**src/rtl/tanimoto_comparator_wrapper.sv**
```systemverilog
// Tanimoto comparator: final decision stage of the similarity pipeline.
// Forms S = A+B, looks up the minimum intersection C required for that S in a
// loadable threshold table, and flags pairs that reach the threshold.
//
// Ports:
//   clk          rising-edge clock
//   rst          synchronous active-high reset
//   i_CntA/B/C   popcounts |a|, |b| and |a AND b|
//   i_Threshold  table write data, used when i_Valid is low
//   i_Valid      high: compare A/B/C this cycle; low: load one table entry
//   o_Valid      o_Dout is valid (i_Valid delayed by 3 cycles)
//   o_Dout       1 = at or over threshold, 0 otherwise
module tanimoto_comparator_wrapper #(
  parameter int unsigned VECTOR_WIDTH = 35,
  parameter int unsigned BUS_WIDTH    = 20,
  localparam int unsigned CNT_WIDTH   = $clog2(VECTOR_WIDTH)
) (
  input  logic                 clk,
  input  logic                 rst,
  input  logic [CNT_WIDTH-1:0] i_CntA,
  input  logic [CNT_WIDTH-1:0] i_CntB,
  input  logic [CNT_WIDTH-1:0] i_CntC,
  input  logic [CNT_WIDTH:0]   i_Threshold,
  input  logic                 i_Valid,
  output logic                 o_Valid,
  output logic                 o_Dout
);

  localparam int unsigned SumW  = CNT_WIDTH + 1;
  localparam int unsigned Depth = 2 * VECTOR_WIDTH + 1;
  localparam int unsigned AddrW = $clog2(Depth);

  // Upstream bus width carries no logic here; only reject a degenerate value.
  if (BUS_WIDTH == 0) begin : g_bus_width_check
    $error("BUS_WIDTH must be greater than zero");
  end

  logic [SumW-1:0]      thr_mem [Depth];

  logic [AddrW-1:0]     wr_ptr_q, wr_ptr_d;
  logic                 v1_q, v2_q;
  logic [CNT_WIDTH-1:0] c1_q, c2_q;
  logic [SumW-1:0]      s1_q, s2_q, thr2_q;
  logic [SumW-1:0]      sum_d, rd_d;
  logic [AddrW-1:0]     rd_addr;
  logic                 hit_d;

  // Next-state and combinational datapath.
  always_comb begin
    sum_d    = SumW'(i_CntA) + SumW'(i_CntB);
    wr_ptr_d = wr_ptr_q;
    if (i_Valid) begin
      wr_ptr_d = '0;
    end else if (wr_ptr_q == AddrW'(Depth - 1)) begin
      wr_ptr_d = '0;
    end else begin
      wr_ptr_d = wr_ptr_q + AddrW'(1);
    end
    // Out-of-table sums read as all-ones so no C can satisfy them.
    rd_addr = AddrW'(s1_q);
    rd_d    = '1;
    if (32'(s1_q) < Depth) begin
      rd_d = thr_mem[rd_addr];
    end
    // C > S cannot happen for real vectors; treat it as a miss.
    hit_d = (SumW'(c2_q) >= thr2_q) && (SumW'(c2_q) <= s2_q);
  end

  // Threshold table write port; contents deliberately survive reset.
  always_ff @(posedge clk) begin
    if (!rst && !i_Valid) begin
      thr_mem[wr_ptr_q] <= i_Threshold;
    end
  end

  // Three-stage compare pipeline and load pointer.
  always_ff @(posedge clk) begin
    if (rst) begin
      wr_ptr_q <= '0;
      v1_q     <= 1'b0;
      v2_q     <= 1'b0;
      c1_q     <= '0;
      c2_q     <= '0;
      s1_q     <= '0;
      s2_q     <= '0;
      thr2_q   <= '0;
      o_Valid  <= 1'b0;
      o_Dout   <= 1'b0;
    end else begin
      wr_ptr_q <= wr_ptr_d;
      v1_q     <= i_Valid;
      c1_q     <= i_CntC;
      s1_q     <= sum_d;
      v2_q     <= v1_q;
      c2_q     <= c1_q;
      s2_q     <= s1_q;
      thr2_q   <= rd_d;
      o_Valid  <= v2_q;
      o_Dout   <= v2_q & hit_d;
    end
  end

endmodule

```
**config.mk**
```make
export PLATFORM = sky130hd
export DESIGN_NAME = tanimoto_comparator_wrapper
export DESIGN_NICKNAME = d
export VERILOG_FILES = /design/src/rtl/tanimoto_comparator_wrapper.sv
export SDC_FILE = /design/constraint.sdc
export NUM_CORES = 1
export LEC_CHECK = 0
export BUFFER_PORTS_ARGS = -buffer_cell sky130_fd_sc_hd__buf_2
export CORE_ASPECT_RATIO = 0.8
export CORE_MARGIN = 2
export CORE_UTILIZATION = 34
export CTS_CLUSTER_SIZE = 20
export DETAILED_ROUTE_END_ITERATION = 6
export SYNTH_ARGS = -nofsm -noshare
export SYNTH_HDL_FRONTEND = slang
export SYNTH_SLANG_ARGS = --single-unit
```
**constraint.sdc**
```tcl
create_clock -name clk -period 3.8 [get_ports clk]
set_clock_uncertainty 0.2 [all_clocks]
set_input_delay 0.38 -clock clk [delete_from_list [all_inputs] [get_ports clk]]
set_output_delay 0.38 -clock clk [all_outputs]
set_load 0.005 [all_outputs]
```
# ---- Word level (Yosys, flattened, before mapping)
# Memories as Yosys holds them, arrays and structs flattened. A register that Yosys moved wholly into a read port is not among the register bits.
# Index checks and enable logic that the tools add are counted.
dict set report classes {
  n_addsub 2
  eq_ne 1
  mux 4
  bitwise_logic 1
  order_cmp 3
  reduce_logical 5
}
# operator count
set op_table {}
lappend op_table {{$mux 7} 2}
lappend op_table {{$add 6x6->7} 1}
lappend op_table {{$add 7x1->7 const B} 1}
lappend op_table {{$eq 7x7->1 const B} 1}
lappend op_table {{$ge 6x7->1} 1}
lappend op_table {{$le 6x7->1} 1}
lappend op_table {{$lt 7x7->1 const B} 1}
lappend op_table {{$reduce_or 3->1} 1}
lappend op_table {{$logic_and 1x1->1} 2}
lappend op_table {{$logic_not 1->1} 2}
lappend op_table {{$mux 1} 2}
lappend op_table {{$and 1x1->1} 1}
dict set report word_totals {
  ff_bits 44
  output_inout_bits 2
  mem_count 1
  mem_bits_rw 497
  wordCells 27
  in_bits 28
}
# memory depth word_bits read_ports rd_clocked_by_memory_dff wr line
set memory_table {}
lappend memory_table {thr_mem 71 7 1 1 1 38} ;# logic [SumW-1:0] thr_mem [Depth];

# ---- Longest topological paths before layout
dict set report depth {
  word_depth 4
  mapped_depth 11
  mapped_depth_nobuf 8
}

# ---- Worst setup path after synthesis
# No wires, ideal clock.
dict set report synth_path {
  path_kind {register to register}
  from {register wr_ptr_q[0]}
  to {memory thr_mem[65][0] in the netlist's numbering (enable)}
  required_ns 3.240
  path_stages_with_launch 6
  arrival_time_ns 1.715
  synth_period_minus_slack_ns 2.275
  setup_time_ns 0.360
  slack_ns 1.525
  path_buffers 1
  cell_sequence {dfxtp_1 > inv_1 > or3_1 > or3_1 > clkbuf_1 > nor2_1}
}
# element line
set synth_rtl {}
lappend synth_rtl {{start, declared} 40} ;# logic [AddrW-1:0] wr_ptr_q, wr_ptr_d;
lappend synth_rtl {{start signal, assigned} 90} ;# wr_ptr_q <= wr_ptr_d;
lappend synth_rtl {{end, declared} 38}
# No word-level cell before the write port.

# ---- Worst setup path in the final report
dict set report layout_path {
  from {register s1_q[0] (netlist: rd_addr[0])}
  to {register thr2_q[2]}
}
dict set report layout_between {
  elab_chain_cells 2
}
# element line
set layout_rtl {}
lappend layout_rtl {{start, declared} 43} ;# logic [SumW-1:0] s1_q, s2_q, thr2_q;
lappend layout_rtl {{start signal, assigned} 93} ;# s1_q <= sum_d;
lappend layout_rtl {{$lt 7x7->1} 62} ;# if (32'(s1_q) < Depth) begin
lappend layout_rtl {{$mux 7} 62}
lappend layout_rtl {{end signal, assigned} 97} ;# thr2_q <= rd_d;
lappend layout_rtl {{end, declared} 43}
# No other way between the ends.
# A chain may end at the register's enable or synchronous reset.

==> out/qor.yml <==
synthCells: 1211
hold_viol_final: 0
crit_family: "compound AO/OA/AOI/OAI gates"
crit_fanout: 25
yosysWarningCount: 0
fillers: 5632
start_util: 0.343
io_pins: 30
grt_usage: 0.163
place_inst: 2112
layout-drive-gt1-share: 0.198
cts_sinks: 541
cts.clk_slew.worst_paths_ps: 60
worstPathRequired_ps: 4060
synthToLayoutAreaGrowth_pct: 14.8
dp_hpwl_um: 35100
path_buf_inv: 1
min_period_ps: 3070
hp-class: "input port to flop"
antenna_found_initial: 0
ant_nets: 0
gr-total-overflow: 0
cp.depth: 7
syn_area_sq_mm: 0.0215
regArea_sq_mm: 0.0158
place_area_sq_mm: 0.0230
multi_input_area_sq_mm: 0.00519
peakVddDrop_mv: 0.314
die_h_um: 229
hold_depth: 4
numPortBuffers: 29
slowest_delay_ps: 670
syn_nets: 1260
async_reset_ff_frac: 0
pre_cts_ws_ps: 835
die_x_um: 285
p_leak_nw: 7.95
drv_cap: 0
synth.distinct_cells: 53
cpMaxStageDelayCell: "dfxtp_4"
reg2reg_depth: 7
slew_viol_final: 0
grt_start_max_net_pins: 72
setup.worst_path.end_class: "flop"
synth-main-ff-cell: "edfxtp_1"
ys_ff_latch: 541
die-area_sq_mm: 0.0652
drc: 0
synth-edff-count: 497
cp_cell_sequence: "buf_4 > mux4_1 > nor2_1 > a221oi_1 > o221ai_1 > a211oi_1 > o31a_1"
finalCritPeriodShare: 0.808
firstDrtPassIters: 7
final_cell_mix: "497 x edfxtp_1, 105 x nor2_1, 101 x mux2i_1, 88 x buf_4, 63 x mux4_2"
critical_path_class: "flop to flop"
reg2reg_slack_ps: 730
outcome: "completed"
coreArea_sq_mm: 0.0626
drtIter0Drc: 1257
worst_slack_ps: 729
cts.path.max_buffers: 3
critPathLaunchType: "flop"
p_per_area_mw_per_mm2: 507
grt_pass1_vias: 11600
power_mw: 12.5
setup_viol: 0
grt_pass1_wl_um: 78400
fmax_mhz: 326
slew_headroom: 0.338
gp_congestion: 0.883
worst_pin_slew_ps: 993
critPathArrivalTime_ps: 3330
clk_latency_ps: 590
layout_commonest_cell: "edfxtp_1"
final_cells: 2213
setup_tns_ps: 0
cts_buffers: 51
cts_tree: "done"
wl_per_cell_um: 24.4
via_per_inst: 5.23
root_buffer: "clkbuf_16"
rsz0062_at_grt: "no"
ys_seq_area_frac: 0.736
vias: 11600
post_cts_buffers: 0
htreeDepth: 2
fp-row-count: 82
wirelength_um: 53900
design_area_sq_mm: 0.0247
synth.avg_cell_area_sq_um: 17.7
fin_nets: 1386
==> cell type report <==
type / count / area share
antenna: 1 / 0.000101
clock buffer: 67 / 0.0550
clock inverter: 21 / 0.00771
inverter: 19 / 0.00289
multi-input combinational: 592 / 0.210
sequential: 541 / 0.641
tap: 840 / 0.0426
timing repair buffer: 132 / 0.0400
==> cell usage after synthesis (12+ instances only) <==
cell type,n,area share
a21oi_1,21,0.0049
a22oi_1,38,0.013
buf_2,12,0.0028
buf_6,12,0.0063
clkbuf_1,18,0.0031
dfxtp_1,44,0.041
edfxtp_1,497,0.69
ha_1,20,0.012
inv_1,17,0.0030
mux2i_1,101,0.047
mux4_2,63,0.066
nand2_1,52,0.0091
nand3_1,23,0.0054
nor2_1,106,0.019
nor2b_1,28,0.0082
o21ai_0,20,0.0047
==> cell families after synthesis <==
logic type / count (synthesis) / synth area share
buffers and inverters: 78 / 0.0229
XOR/XNOR: 8 / 0.00326
multiplexers: 185 / 0.131
AND/OR/NAND/NOR: 241 / 0.0506
AO/OA/AOI/OAI: 137 / 0.0437
adder cells (fa/ha/maj): 21 / 0.0126
flip-flops: 541 / 0.736
==> path summary, 6_finish.rpt <==
check | from | endpoint
worst min-delay path | i_CntA[5] | rd_addr[5]
worst min register to register | v1_q | v2_q
worst max-delay path | rd_addr[0] | thr2_q[2]
worst max register to register | rd_addr[0] | thr2_q[2]
==> state kept, by name (all words and copies together), names as in the netlist <==
signal    cells
thr_mem     497
wr_ptr_q      7
thr2_q        7
o_Dout        1
v1_q          1
s2_q          7
rd_addr       7
v2_q          1
c2_q          6
c1_q          6
o_Valid       1
==> report_power, final <==
group	leakage, nW	internal, mW	total, mW	switching, mW
combinational	2.36	0.399	1.06	0.657
clock	0.757	2.71	4.84	2.13
sequential	4.83	6.54	6.62	0.0819
total	7.95	9.64	12.5	2.87
==> layer usage <==
| metal | track usage | up-vias | share of wire |
|---|---|---|---|
| met5 | 0.00882 | - | 0.0014 |
| met4 | 0.0375 | 2 | 0.022 |
| met3 | 0.0531 | 86 | 0.11 |
| met2 | 0.238 | 531 | 0.43 |
| met1 | 0.236 | 5925 | 0.44 |
| li1 | - | 5036 | - |
==> worst register-to-register path, stage by stage (launching register included) <==
cell and delay, ps:
dfxtp_4 670, buf_4 310, mux4_1 570, nor2_1 110, a221oi_1 90, o221ai_1 440
a211oi_1 240, o31a_1 320
==> timing repair <==
item	4_1_cts	5_1_grt
endpoints found under the hold margin	16	0
gates resized for setup	0	0
hold buffers	12	0
==> stage by stage <==
| stage | hold WS [ps] | utilization |
|---|---|---|
| final | 59.2 | 0.394 |
| after global routing | 64.6 | 0.394 |
| after CTS | 40.0 | 0.394 |
| after detailed placement | 228 | 0.367 |
| after global placement | 225 | 0.367 |
| after floorplan | 178 | - |
Note: power is estimated with default switching activity, not from simulation.
